`config.mk`:
```
export PLATFORM = sky130hd
export DESIGN_NAME = jtframe_pll_lockcen
export DESIGN_NICKNAME = d
export VERILOG_FILES = /design/src/rtl/jtframe_pll_lockcen.sv
export SDC_FILE = /design/constraint.sdc
export NUM_CORES = 1
export LEC_CHECK = 0
export BUFFER_PORTS_ARGS = -buffer_cell sky130_fd_sc_hd__buf_2
export CORE_ASPECT_RATIO = 2
export CORE_MARGIN = 2
export CORE_UTILIZATION = 40
export DETAILED_ROUTE_END_ITERATION = 10
export HOLD_SLACK_MARGIN = 0.03
export SYNTH_ARGS = -nofsm -noshare
export SYNTH_HDL_FRONTEND = slang
export SYNTH_SLANG_ARGS = --single-unit
```
`constraint.sdc`:
```
create_clock -name clk -period 3.05 [get_ports clk]
set_input_delay 0.4575 -clock clk [delete_from_list [all_inputs] [get_ports clk]]
set_output_delay 0.4575 -clock clk [all_outputs]
set_load 0.005 [all_outputs]
```
`src/rtl/jtframe_pll_lockcen.sv`:
```
// PLL lock reset sequencer with fractional CEN_N/CEN_M clock enables.
// Define JTFRAME_LOCKLOSS_CNT_EN to count loss-of-lock events on lost_cnt.
module jtframe_pll_lockcen #(
    parameter int WAIT_W = 16,
    parameter int WAIT   = 5000,
    parameter int CW     = 10,
    parameter int CEN_N  = 1,
    parameter int CEN_M  = 8
)(
    input  logic       clk,
    input  logic       rst,
    input  logic       locked,
    output logic       rst_sys,
    output logic       lock_ok,
    output logic       cen,
    output logic       cen2,
    output logic [7:0] lost_cnt
);

    typedef enum logic [1:0] {
        WAIT_LOCK,
        COUNT,
        RUN
    } state_t;

    localparam logic [WAIT_W-1:0] WAIT_LAST = WAIT_W'(WAIT - 1);
    localparam logic [WAIT_W-1:0] CNT_ONE   = WAIT_W'(1);
    localparam logic [CW-1:0]     N_CW      = CW'(CEN_N);
    localparam logic [CW-1:0]     M_CW      = CW'(CEN_M);

    state_t            st;
    state_t            st_nx;
    logic              lk1;
    logic              lk_s;
    logic [WAIT_W-1:0] cnt;
    logic [WAIT_W-1:0] cnt_nx;
    logic [CW-1:0]     acc;
    logic [CW-1:0]     acc_nx;
    logic [CW-1:0]     sum;
    logic              tgl;
    logic              tgl_nx;
    logic              cen_nx;
    logic              cen2_nx;
    logic              run_nx;

    // locked is asynchronous to clk
    always_ff @(posedge clk) begin
        if (rst) begin
            lk1  <= 1'b0;
            lk_s <= 1'b0;
        end else begin
            lk1  <= locked;
            lk_s <= lk1;
        end
    end

    always_comb begin
        st_nx  = st;
        cnt_nx = cnt;
        unique case (st)
            WAIT_LOCK: begin
                cnt_nx = '0;
                if (lk_s) st_nx = COUNT;
            end
            COUNT: begin
                if (!lk_s) begin
                    st_nx  = WAIT_LOCK;
                    cnt_nx = '0;
                end else if (cnt == WAIT_LAST) begin
                    st_nx  = RUN;
                    cnt_nx = '0;
                end else begin
                    cnt_nx = cnt + CNT_ONE;
                end
            end
            RUN: begin
                cnt_nx = '0;
                if (!lk_s) st_nx = WAIT_LOCK;
            end
            default: begin
                st_nx  = WAIT_LOCK;
                cnt_nx = '0;
            end
        endcase
    end

    assign run_nx = (st_nx == RUN);

    // Enables only advance on edges that start and end in RUN
    always_comb begin
        sum     = acc + N_CW;
        acc_nx  = '0;
        tgl_nx  = 1'b0;
        cen_nx  = 1'b0;
        cen2_nx = 1'b0;
        if (st == RUN && run_nx) begin
            if (sum >= M_CW) begin
                acc_nx  = sum - M_CW;
                cen_nx  = 1'b1;
                cen2_nx = !tgl;
                tgl_nx  = !tgl;
            end else begin
                acc_nx  = sum;
                tgl_nx  = tgl;
            end
        end
    end

    always_ff @(posedge clk) begin
        if (rst) begin
            st      <= WAIT_LOCK;
            cnt     <= '0;
            acc     <= '0;
            tgl     <= 1'b0;
            cen     <= 1'b0;
            cen2    <= 1'b0;
            rst_sys <= 1'b1;
            lock_ok <= 1'b0;
        end else begin
            st      <= st_nx;
            cnt     <= cnt_nx;
            acc     <= acc_nx;
            tgl     <= tgl_nx;
            cen     <= cen_nx;
            cen2    <= cen2_nx;
            rst_sys <= !run_nx;
            lock_ok <= run_nx;
        end
    end

`ifdef JTFRAME_LOCKLOSS_CNT_EN
    logic lost_ev;

    assign lost_ev = (st == RUN) && !lk_s;

    always_ff @(posedge clk) begin
        if (rst) begin
            lost_cnt <= 8'd0;
        end else if (lost_ev && lost_cnt != 8'hff) begin
            lost_cnt <= lost_cnt + 8'd1;
        end
    end
`else
    assign lost_cnt = 8'd0;
`endif

endmodule

```
# ---- Word level (Yosys, flattened, before mapping)
# Index checks and enable logic that the tools add are counted.
dict set report totals {
  out_inout_bits 12
  word_cells 36
  reg_bits 35
  input_bits 3
}
dict set report op_classes {
  n_reduce_logical 7
  n_lt_le_gt_ge 1
  muxes 7
  bitwise_logic 4
  addsub 3
  n_eq_ne 4
}
# op n
set op_table {}
lappend op_table {{adder 16 x 1 -> 16 bit (second input constant)} 1}
lappend op_table {{equality test 16 x 13 -> 1 bit (second input constant)} 1}
lappend op_table {{adder 10 x 1 -> 10 bit (second input constant)} 1}
lappend op_table {{>= comparator 10 x 4 -> 1 bit (second input constant)} 1}
lappend op_table {{two-way mux 10 bit} 1}
lappend op_table {{subtractor 10 x 4 -> 10 bit (second input constant)} 1}
lappend op_table {{two-way mux 2 bit} 4}
lappend op_table {{one-hot mux 2 bit (3 select lines)} 1}
lappend op_table {{equality test 2 bit (second input constant)} 2}
lappend op_table {{inverter 1 bit} 4}
lappend op_table {{OR reduction 4 bit} 1}
lappend op_table {{OR reduction 3 bit} 1}
lappend op_table {{equality test 2 x 1 -> 1 bit (second input constant)} 1}
lappend op_table {{zero test 1 bit} 2}
lappend op_table {{zero test 2 bit} 1}
lappend op_table {{OR reduction 2 bit} 1}
lappend op_table {{logical AND 1 bit} 1}
lappend op_table {{two-way mux 1 bit} 1}

# ---- Logic depth before layout (Yosys ltp)
dict set report logic_depth {
  ltp_word 8
  mapped_depth 7
  depth_no_buf 7
}

# ---- Least setup slack after synthesis
# No wires, ideal clock.
dict set report synth_path {
  kind {register to register}
  from {register acc[0]}
  to {register acc[7]}
  required_time_ps 2978
  setup_ps 72
  stages_incl_launch_ff 7
  synth_period_minus_slack_ps 2124
  arrival_time_ps 2052
  setup_slack_ps 926
  path_buffers 0
  cell_sequence {dfxtp_1 ha_1 nand3_1 nor3_2 mux2_2 a2111oi_4 mux2i_1}
}
dict set report synth_between {
  elab_chain_len 3
  word_cells_on_any_way 4
  classes_between {add/sub: 2; order compare: 1; mux: 1}
}
# element line
set synth_rtl {}
lappend synth_rtl {{from (decl)} 37} ;# logic [CW-1:0] acc;
lappend synth_rtl {{from (signal assigned)} 122} ;# acc <= acc_nx;
lappend synth_rtl {{adder 10 x 1 -> 10 bit (*)} 91} ;# sum = acc + N_CW;
lappend synth_rtl {{subtractor 10 x 4 -> 10 bit / >= comparator 10 x 4 -> 1 bit (equally long branches)} {98, 97}}
lappend synth_rtl {{two-way mux 10 bit (*)} 97} ;# if (sum >= M_CW) begin
# Every way passes the cells marked *; elsewhere a longest branch is shown, timed or not.
# A chain may end at the register's enable or synchronous reset.

# ---- Worst setup path in the final report
# Ends and elaborated chain as after synthesis.

==> results.cfg <==
[critical_path]
slowest_delay_ns = 0.42
crit_path_start = acc[0]
critPathCaptureType = flop
cp_max_fo = 7
crit_slowest_cell = dfxtp_1
cp.arrival_ns = 2.53
crit_path_cell_trace = ha_1 -> nand3_1 -> nor3_2 -> mux2_2 -> a2111oi_4 -> mux2i_1
reg2reg_from = acc[0]
critPathTopFamily = multiplexers
start_kind = flop
worstSetupPathType = reg -> reg
cp.required_ns = 3.27
r2r_setup_slack_ns = 0.74
cp_num_buf_inv = 0

[synthesis]
synth.area.top_cells = dfxtp_1, xnor2_1, nor2_1
synth.yosys.warnings = 0
synth_largest_area_cell = dfxtp_1
syn_area_per_cell_um2 = 8.97
ys_seq_area_frac = 0.405
synth_top_area_frac = 0.405
synth-seq-cells = 35
synth_edf_count = 0
post_synth_instance_area_um2 = 1730
ys_types = 42
synth_cells = 193
synthArstFlopShare = 0
ys.flop_type = dfxtp_1

[global_routing]
antenna_found_initial = 0
grt_use_total = 0.147
grt_pass1_vias = 1286
grt-ovfl-total = 0
grt_max_degree = 17
grt_pass1_wl_mm = 5.35

[sta]
clock_skew_ns = 0.00471
setup_viol = 0
max_slew_margin = 0.538
fin_ws_ns = 0.737
slew_viol_final = 0
rsz0062_at_grt = false
setup_tns_ns = 0
timing.fmax_mhz = 432
hold_viol_final = 0
post-route-min-period_ns = 2.31
whs_ns = 0.376
tightest_slew_ns = 0.689
min_period_over_period = 0.758

[finish]
diodes = 0
post-route-util = 0.453
areaGrowthSynthToFinish_pct = 8.17
drive_above_1_share = 0.123
nFillCells = 423
fin_nets = 210
stdcell_count = 255
fin_area_um2 = 1870

[run]
cap_viol_max_count = 0

[drt]
drc = 0
drtPass1Iterations = 4
wl_mm = 3.21
ant_nets = 0
vias_per_cell = 5.16
vias = 1316
drtIter0Drc = 8
routedWlPerCell_um = 12.6

[pwr]
pwr-share-clk = 0.413
cellLeakagePower_nw = 0.706
p_switching_mw = 0.155
combPwrFrac = 0.008
p_total_mw = 0.793
p_sw_frac = 0.196
vdd_drop_max_uv = 340
p_seq_frac = 0.579
powerDensity_nw_per_um2 = 423
p_int_mw = 0.637

[clock_network]
cts.sinks = 35
post_cts_resized = 0
cts_setup_buffers = 0
cts_tree = done
cts_made_buffers = 5
cts_hold_buf = 0
cts-htree-levels = 2
clock_latency_ns = 0.28
clk_path_buf_depth = 2
clk_pin_slew_worst_paths_ns = 0.07
cts-root-buf = clkbuf_8

[placed_design]
hpwl_mm = 2.53
dp.cells = 248
dp_slack_ns = 0.748
place_area_um2 = 1780
io_buffer_count = 6
gp_congestion = 0.853

[hold_path]
hold_path_startpoint = rst
hold_path.class = in -> reg

[floorplan]
pin_count = 15
die_x_um = 50.5
dieArea_um2 = 4900
start_util = 0.419
rows = 33
die_y_um = 97.0
core_um2 = 4130

[run_status]
status = completed
power groups by stage:
stage / registers, mW / clock network, mW / logic (mW)
final: 0.459 / 0.327 / 0.00635
after global routing: 0.459 / 0.362 / 0.00766
after detailed placement: 0.469 / 0 / 0.00629
after global placement: 0.469 / 0 / 0.00612
after floorplan: 0.469 / 0 / 0.0116
after CTS: 0.459 / 0.344 / 0.00630
synthesized netlist by cell type, drive strengths merged, types with 2 or more instances:
cell / n
dfxtp: 35
ha: 4
xnor2: 14
mux2i: 5
nor3: 6
a2111oi: 3
nand2: 12
o21a: 2
and3: 7
o211a: 2
nor4: 5
clkbuf: 2
xor2: 9
o21ai: 4
nor2: 30
nand4: 4
nand2b: 2
buf: 8
inv: 5
or3: 2
and2: 2
nor2b: 3
nand3: 12
or2: 3
path summary, 6_finish.rpt:
| path | to | cells past startpoint |
|---|---|---|
| max | acc[7] | 6 |
| min | lk_s | 2 |
| max reg2reg | acc[7] | 6 |
| min reg2reg | lk_s | 1 |
kinds of logic after synthesis:
family,Yosys count,synth area share
multiplexers,6,0.0354
buffers and inverters,15,0.0499
flip-flops,35,0.405
adder cells (fa/ha/maj),4,0.0289
AO/OA/AOI/OAI,18,0.0991
AND/OR/NAND/NOR,91,0.263
XOR/XNOR,23,0.116
other,1,0.00217
sequential cells by signal (all words and copies together), names as in the netlist:
| register | flops |
|---|---|
| tgl | 1 |
| st | 2 |
| lock_ok | 1 |
| lk_s | 1 |
| cen2 | 1 |
| rst_sys | 1 |
| cnt | 16 |
| acc | 10 |
| cen | 1 |
| lk1 | 1 |
cells in the final DEF (no fill, tap or decap), types with 2 or more instances in the layout:
cell type  instances
xor2_1             9
nand4_1            4
o21a_1             2
o21ai_0            3
nor2b_1            3
and3_1             5
conb_1             8
xnor2_1           14
nor2_1            30
inv_1              5
o211a_1            2
nor3_1             5
mux2i_1            5
nand3_1           12
and3_2             2
dfxtp_1           35
buf_2              6
or3_1              2
ha_1               4
nand2b_1           2
nand2_1           12
or2_2              3
nor4_1             5
clkbuf_8           6
final cells by class:
cell class	count	area [um^2]	share of cell area
Multi-Input combinational cell	150	970	0.518
Sequential cell	35	701	0.374
Clock buffer	6	82.6	0.0441
Tap cell	52	65.1	0.0348
Timing Repair Buffer	6	30.0	0.0160
Inverter	5	18.8	0.0100
Clock inverter	1	5.00	0.00267
metal layers:
metal / global-route usage / wire, um / part of all wire
met1: 0.115 / 1100 / 0.34
met4: 0.125 / 200 / 0.062
met3: 0.0293 / 70 / 0.022
met2: 0.282 / 1840 / 0.57
met5: 0 / 0 / 0
(Power assumes the default switching activity.)
